$ cat src/rtl/fetch_responder_if.sv
// Fetch bus bundle: memory read channel plus the decode-side handshake.
// master = fetch_responder side, slave = memory/decode side.
interface fetch_responder_if #(
  parameter int XLEN = 32
);
  logic            mem_req;
  logic [XLEN-1:0] mem_addr;
  logic            mem_ack;
  logic [XLEN-1:0] mem_rdata;
  logic            instr_valid;
  logic            instr_ready;
  logic [XLEN-1:0] instr;
  logic [XLEN-1:0] instr_pc;
  logic [XLEN-1:0] instr_pc_4;
  logic            misaligned;

  modport master (
    output mem_req,
    output mem_addr,
    input  mem_ack,
    input  mem_rdata,
    output instr_valid,
    input  instr_ready,
    output instr,
    output instr_pc,
    output instr_pc_4,
    output misaligned
  );

  modport slave (
    input  mem_req,
    input  mem_addr,
    output mem_ack,
    output mem_rdata,
    input  instr_valid,
    output instr_ready,
    input  instr,
    input  instr_pc,
    input  instr_pc_4,
    input  misaligned
  );
endinterface

$ cat src/rtl/fetch_responder.sv
// Instruction-fetch front end: samples pc/pc_4, reads imem via req/ack,
// hands the word to decode (valid/ready) and holds the PC via busy.
// Ports: clk, reset (sync, active-high), pc, pc_4, branch, busy,
//        bus (fetch_responder_if.master: mem_* and instr_* signals).
module fetch_responder #(
  parameter int          XLEN     = 32,
  parameter logic [31:0] NOP_INSN = 32'h00000013
) (
  input  logic            clk,
  input  logic            reset,
  input  logic [XLEN-1:0] pc,
  input  logic [XLEN-1:0] pc_4,
  input  logic            branch,
  output logic            busy,
  fetch_responder_if.master bus
);

  typedef enum logic [1:0] {
    LAUNCH,
    REQ,
    FLUSH,
    VALID
  } state_t;

  state_t state;
  state_t state_nx;

  logic            req_q;
  logic            req_nx;
  logic [XLEN-1:0] addr_q;
  logic [XLEN-1:0] addr_nx;
  logic            vld_q;
  logic            vld_nx;
  logic [XLEN-1:0] ins_q;
  logic [XLEN-1:0] ins_nx;
  logic [XLEN-1:0] ipc_q;
  logic [XLEN-1:0] ipc_nx;
  logic [XLEN-1:0] ipc4_q;
  logic [XLEN-1:0] ipc4_nx;
  logic            mis_q;
  logic            mis_nx;

  logic            pc_mis;
  logic [XLEN-1:0] nop_word;

  assign pc_mis   = |pc[1:0];
  assign nop_word = XLEN'(NOP_INSN);

  always_ff @(posedge clk) begin
    if (reset) begin
      state  <= LAUNCH;
      req_q  <= 1'b0;
      addr_q <= '0;
      vld_q  <= 1'b0;
      ins_q  <= '0;
      ipc_q  <= '0;
      ipc4_q <= '0;
      mis_q  <= 1'b0;
    end else begin
      state  <= state_nx;
      req_q  <= req_nx;
      addr_q <= addr_nx;
      vld_q  <= vld_nx;
      ins_q  <= ins_nx;
      ipc_q  <= ipc_nx;
      ipc4_q <= ipc4_nx;
      mis_q  <= mis_nx;
    end
  end

  always_comb begin
    state_nx = state;
    unique case (state)
      LAUNCH: begin
        if (branch)      state_nx = LAUNCH;
        else if (pc_mis) state_nx = VALID;
        else             state_nx = REQ;
      end
      REQ: begin
        if (bus.mem_ack && !branch)     state_nx = VALID;
        else if (bus.mem_ack && branch) state_nx = LAUNCH;
        else if (branch)                state_nx = FLUSH;
        else                            state_nx = REQ;
      end
      FLUSH: begin
        // request stays up until memory answers; data is dropped
        if (bus.mem_ack) state_nx = LAUNCH;
      end
      VALID: begin
        if (branch || bus.instr_ready) state_nx = LAUNCH;
      end
      default: state_nx = LAUNCH;
    endcase
  end

  always_comb begin
    req_nx  = req_q;
    addr_nx = addr_q;
    vld_nx  = vld_q;
    ins_nx  = ins_q;
    ipc_nx  = ipc_q;
    ipc4_nx = ipc4_q;
    mis_nx  = mis_q;
    busy    = 1'b1;
    unique case (state)
      LAUNCH: begin
        addr_nx = pc;
        ipc_nx  = pc;
        ipc4_nx = pc_4;
        mis_nx  = pc_mis && !branch;
        if (!branch && pc_mis) begin
          ins_nx = nop_word;
          vld_nx = 1'b1;
        end else if (!branch) begin
          req_nx = 1'b1;
        end
      end
      REQ: begin
        if (bus.mem_ack) begin
          req_nx = 1'b0;
          if (!branch) begin
            ins_nx = bus.mem_rdata;
            vld_nx = 1'b1;
          end
        end
      end
      FLUSH: begin
        if (bus.mem_ack) req_nx = 1'b0;
      end
      VALID: begin
        // PC may only advance when decode really takes the word
        busy = !(bus.instr_ready && !branch);
        if (branch || bus.instr_ready) vld_nx = 1'b0;
      end
      default: ;
    endcase
  end

  assign bus.mem_req     = req_q;
  assign bus.mem_addr    = addr_q;
  assign bus.instr_valid = vld_q;
  assign bus.instr       = ins_q;
  assign bus.instr_pc    = ipc_q;
  assign bus.instr_pc_4  = ipc4_q;
  assign bus.misaligned  = mis_q;

endmodule

$ cat src/flat_wrapper.sv
// flat-port wrapper written by rule: the top's interface ports become plain ports
module fetch_responder_flat 
#(
  parameter int          XLEN     = 32,
  parameter logic [31:0] NOP_INSN = 32'h00000013
)
  (clk, reset, pc, pc_4, branch, busy, bus_mem_req, bus_mem_addr, bus_mem_ack, bus_mem_rdata, bus_instr_valid, bus_instr_ready, bus_instr, bus_instr_pc, bus_instr_pc_4, bus_misaligned);
  fetch_responder_if #(.XLEN(XLEN)) bus_i ();
  input  logic clk;
  input  logic reset;
  input  logic [XLEN-1:0] pc;
  input  logic [XLEN-1:0] pc_4;
  input  logic branch;
  output logic busy;
  output wire logic [$bits(bus_i.mem_req)-1:0] bus_mem_req;
  output wire logic [$bits(bus_i.mem_addr)-1:0] bus_mem_addr;
  input wire logic [$bits(bus_i.mem_ack)-1:0] bus_mem_ack;
  input wire logic [$bits(bus_i.mem_rdata)-1:0] bus_mem_rdata;
  output wire logic [$bits(bus_i.instr_valid)-1:0] bus_instr_valid;
  input wire logic [$bits(bus_i.instr_ready)-1:0] bus_instr_ready;
  output wire logic [$bits(bus_i.instr)-1:0] bus_instr;
  output wire logic [$bits(bus_i.instr_pc)-1:0] bus_instr_pc;
  output wire logic [$bits(bus_i.instr_pc_4)-1:0] bus_instr_pc_4;
  output wire logic [$bits(bus_i.misaligned)-1:0] bus_misaligned;
  assign bus_mem_req = bus_i.mem_req;
  assign bus_mem_addr = bus_i.mem_addr;
  assign bus_i.mem_ack = bus_mem_ack;
  assign bus_i.mem_rdata = bus_mem_rdata;
  assign bus_instr_valid = bus_i.instr_valid;
  assign bus_i.instr_ready = bus_instr_ready;
  assign bus_instr = bus_i.instr;
  assign bus_instr_pc = bus_i.instr_pc;
  assign bus_instr_pc_4 = bus_i.instr_pc_4;
  assign bus_misaligned = bus_i.misaligned;
  fetch_responder #(.XLEN(XLEN), .NOP_INSN(NOP_INSN)) u_core (.clk(clk), .reset(reset), .pc(pc), .pc_4(pc_4), .branch(branch), .busy(busy), .bus(bus_i));
endmodule
$ cat config.mk
export PLATFORM = sky130hd
export DESIGN_NAME = fetch_responder_flat
export DESIGN_NICKNAME = d
export VERILOG_FILES = /design/src/rtl/fetch_responder_if.sv /design/src/rtl/fetch_responder.sv /design/src/flat_wrapper.sv
export SDC_FILE = /design/constraint.sdc
export NUM_CORES = 1
export LEC_CHECK = 0
export CAP_MARGIN = 20
export CORE_MARGIN = 4
export CORE_UTILIZATION = 35
export DETAILED_ROUTE_END_ITERATION = 10
export PLACE_DENSITY = 0.77
export SYNTH_ARGS = -nofsm -noshare
export SYNTH_HDL_FRONTEND = slang
export SYNTH_SLANG_ARGS = --single-unit
$ cat constraint.sdc
create_clock -name clk -period 3.9 [get_ports clk]
set_input_delay 0.39 -clock clk [delete_from_list [all_inputs] [get_ports clk]]
set_output_delay 0.39 -clock clk [all_outputs]
set_load 0.02 [all_outputs]
Word level (Yosys, flattened, before mapping)
Cells that the tools add are included.

word-level totals
  bits of input ports = 101
  register bits = 101
  output and inout bits = 132
  word-level logic and storage cells = 56

cells by class
  equality and inequality tests = 11
  mux-type cells = 21
  reduce and logical (&&, ||, !) cells = 17

operator list
  cell                  number
  $mux W32              3
  $pmux W32 S2          1
  $mux W2               7
  $ne A2 B2 Y1 const B  5
  $pmux W2 S4           1
  $reduce_and A4 Y1     2
  $mux W1               7
  $ne A2 B1 Y1 const B  3
  $reduce_and A5 Y1     1
  $eq A2 B2 Y1 const B  2
  $logic_and A1 B1 Y1   4
  $reduce_bool A2 Y1    2
  $reduce_or A2 Y1      2
  $pmux W1 S3           1
  $reduce_bool A3 Y1    1
  $eq A2 B1 Y1 const B  1
  $logic_not A1 Y1      2
  $logic_not A2 Y1      1
  $pmux W1 S2           1
  $reduce_and A2 Y1     1
  $logic_or A1 B1 Y1    1

Logic depth before layout (Yosys ltp)
  depth after elaboration = 4
  mapped depth = 8
  mapped depth without buffers = 6

Worst setup path before layout
OpenSTA, ideal clock, no wires.

  path type = register -> register
  start point = register u_core.state[1]
  end point = register u_core.ins_q[4], in the netlist u_core.bus.instr[4]
  path slack = 2.169 ns
  library setup time = 0.130 ns
  data required time = 3.770 ns
  arrival time = 1.601 ns
  path buffers = 2
  stages on the path, launching flop included = 9
  period minus slack after synthesis = 1.731 ns
  cells stage by stage = dfxtp_1 > inv_1 > ha_1 > buf_4 > mux2i_2 > a211o_1 > buf_6 > nor3b_2 > nor3_2

on the way
  longest elaborated chain between the ends = 3
  elaborated cells between the ends (all ways) = 8
  those cells by class = eq/ne (4); mux (1); reduce/logical (3)

ends and longest elaborated chain
  what                                                         line                    RTL
  start: declaration                                           fetch_responder.sv:25   state_t state;
  start signal: assignment                                     fetch_responder.sv:60   state <= state_nx;
  $eq A2 B1 Y1 or $logic_not A2 Y1 (tied branches)             fetch_responder.sv:105  unique case (state)
  $ne A2 B2 Y1 (no source line), or another cell as far along  n/a
  $reduce_and A4 Y1 (no source line)                           n/a
  end signal: assignment                                       fetch_responder.sv:64   ins_q <= ins_nx;
  end: declaration                                             fetch_responder.sv:34   logic [XLEN-1:0] ins_q;

Parallel ways exist; a longest one is shown, timed or not.
A chain may end at the register's enable or synchronous reset.

Final worst setup path
  start point = register u_core.state[1]
  end point = register u_core.ins_q[13], in the netlist u_core.bus.instr[13]

Same word-level chain as after synthesis.

==> results by group <==
Worst setup path
  • Crit path cell chain: inv_1, ha_1, buf_4, mux2i_2, a211o_1, nand2_1, a21oi_1
  • Worst-path fanout max: 36
  • Crit path from: u_core.state[1]
  • Worst Path Arrival: 2870 ps
  • Crit Path Category: reg -> reg
  • Largest delay share family, worst path: compound AO/OA/AOI/OAI gates
  • Critical Path Start Type: flip-flop
  • Buffers & Inverters on Critical Path: 2
  • Critical-path top delay cell: a211o_1
  • Critical register-to-register path startpoint: u_core.state[1]
  • CP Capture Type: flip-flop
  • CP max stage delay: 820 ps
  • WP data required: approximately 4200 ps

Power
  • Leakage: roughly 2.7 nW
  • Pwr Total: 3.06 mW
  • Worst vdd ir: 0.000279 V
  • Ratio of total power to cell area: 467 nW/µm²

Logic synthesis
  • Async SR Flop Fraction: 0%
  • Synth warnings: 0
  • Post-Syn Area: 4060 µm²
  • Synth top cells by count: dfxtp_1, nor2_1, mux2i_1
  • Top_reg_cell synth: dfxtp_1
  • Post-Syn Instances: 429
  • Post-Syn Area per Cell: 9.46 µm²
  • Post-synth top area cell: dfxtp_1
  • Synth cell types: 25
  • Dominant cell by count in the synthesized netlist: dfxtp_1
  • Post-synth EDFFs: 0
  • Flop and latch count out of synthesis: 101
  • Main area contributors after synthesis: dfxtp_1, mux2i_1, nor2_1
  • Yosys top cell area share: 49.8%
  • Syn Nets: 537
  • Sequential element share of the synthesized area: 49.8%

STA
  • Clock Skews: 4.42 ps
  • Worst-margin pin slew: 1060 ps
  • Setup ws final: around 1300 ps
  • Achievable Freq: around 380 MHz
  • Unrepaired setup endpoints after global routing: no
  • Setup TNS: 0 ps
  • Hold Vio Cnt, Final: 0
  • Slew Viols, Final: 0
  • Tcrit/Tclk final: 67.1%
  • Final setup violating endpoints: 0
  • Slew margin rel.: 29.6%
  • Fin crit period: 2620 ps

Global routing
  • Met2 Usage GRT: between 20 and 30%
  • Gr usage total: 16.6%
  • Busiest grt layer: met2
  • Overflow after GRT: 0
  • Met3 Resource Use GR: 4.39%
  • Pin count of the biggest net entering global routing: 102
  • First-pass GRT wire length: 17700 µm
  • Met1 usage: 20.1%
  • Initial antenna violation count: 0
  • Vias in the first global route: approximately 3500

Placement
  • PortBufs: 232
  • Gpl congestion: ~0.75
  • Dpl cells: 744
  • Post-placement cell area: 6180 µm²
  • Post-Place Worst Slack: about 1100 ps
  • Post-DP HPWL: 8530 µm

Cells and area
  • Post-route cell area: 6540 µm²
  • Fin cells: 761
  • Area Growth Syn to Fin: 61.2%
  • Layout cells sized above 1: 3.88%
  • Antenna cells: 0
  • Final Net Count: 721

Routing
  • Residual DRC count: 0
  • DRT iter0 DRCs: 302
  • Vias per inst: 4.75
  • Total wire length: 11700 µm
  • Drt pass-1 iters: 4
  • DR WL/cell: 15.4 µm
  • Final ANT Viol Nets: 0
  • Vias: between 3000 and 4000

CTS
  • Clock Latency Late Sink: 330 ps
  • Clk sink count: 101
  • Setup Buffers After CTS: 0
  • Post-cts hold buffer count: 0
  • CTS tree: done
  • CTS Buf Count: 9
  • H-tree levels: 3
  • Clk slew on worst S/H paths: 70 ps
  • Root buffer cell: clkbuf_16
  • Post-CTS Resized: 0
  • Longest Clk Path Bufs: 2

Floorplanning
  • Num rows: 39
  • Die height: between 100 and 150 µm
  • Starting density of the core: between 30% and 40%
  • # IOs: 233
  • Core area: 11400 µm²
  • Die area: about 13000 µm²
  • Die span in x: 116 µm

Flow run
  • Max cap viols: 0

Outcome
  • Status: complete, no violations

Worst hold path
  • HP Start: u_core.bus.instr[24]
  • Hold Path Class: reg -> reg
-- path summary, 6_finish.rpt --
check	to	slack, ps	cells after the start
setup / recovery	u_core.bus.instr[13]	1280	7
hold / removal	u_core.bus.instr[24]	450	2
hold reg to reg	u_core.bus.instr[24]	450	2
setup reg to reg	u_core.bus.instr[13]	1280	7
-- kinds of logic after synthesis --
family / count (synthesis) / share of synthesized area (%)
flops: 101 / 49.8
fa+ha+maj: 7 / 2.16
buf+inv: 66 / 10.3
simple gates: 146 / 15.2
compound gates: 43 / 6.10
mux: 66 / 16.4
-- cell usage in the layout, fill, tap and decap left out --
cell type,instances
a211o_1,1
a211oi_1,3
a211oi_4,1
a21oi_1,34
a311oi_1,1
buf_4,3
buf_6,1
bufinv_16,3
clkbuf_1,1
clkbuf_16,9
clkbuf_8,1
clkdlybuf4s50_1,231
clkinvlp_4,1
dfxtp_1,101
ha_1,6
ha_4,1
inv_1,4
inv_6,1
mux2i_1,65
mux2i_2,1
nand2_1,33
nand2b_1,1
nand3_1,30
nor2_1,74
nor3_1,3
nor3_2,1
nor3b_1,3
nor3b_2,1
o211ai_1,1
o21ai_0,2
-- report_power, final --
part           internal, mW  switching [mW]
clock                 0.647           0.377
sequential             1.12          0.0603
combinational         0.427           0.423
-- routing by layer --
metal,wire (µm),up-vias,share of wire (%)
li1,-,1762,-
met1,4780,1700,41
met2,5770,135,49
met3,909,19,7.8
met4,234,0,2.0
met5,0,-,0
-- worst register-to-register path: cells and delay by family, from the launching register on --
kind	cells	cell delay (ps)
buffers and inverters	2	490
AO/OA/AOI/OAI	2	1000
multiplexers	1	350
adder cells (fa/ha/maj)	1	170
flip-flops	1	350
AND/OR/NAND/NOR	1	180
-- final cells by class --
cell class	count	area, µm²
Multi-Input combinational cell	262	1630
Sequential cell	101	2020
Timing Repair Buffer	235	2350
Tap cell	143	179
Inverter	4	15.0
Clock buffer	11	243
Clock inverter	5	106
Fill cell	999	4830
-- through the flow --
step	utilization, %	hold WS, ps
floorplan	-	510
global placement	54.4	438
global route	57.5	479
detailed placement	54.4	445
CTS	57.4	453
finish	57.5	454
-- flip-flops by register name (all words and copies together), names as in the netlist --
register	flops
u_core.bus.instr	32
u_core.bus.mem_addr	32
u_core.bus.instr_valid	1
u_core.bus.misaligned	1
u_core.bus.mem_req	1
u_core.state	2
u_core.bus.instr_pc_4	32
(Power assumes the default switching activity.)
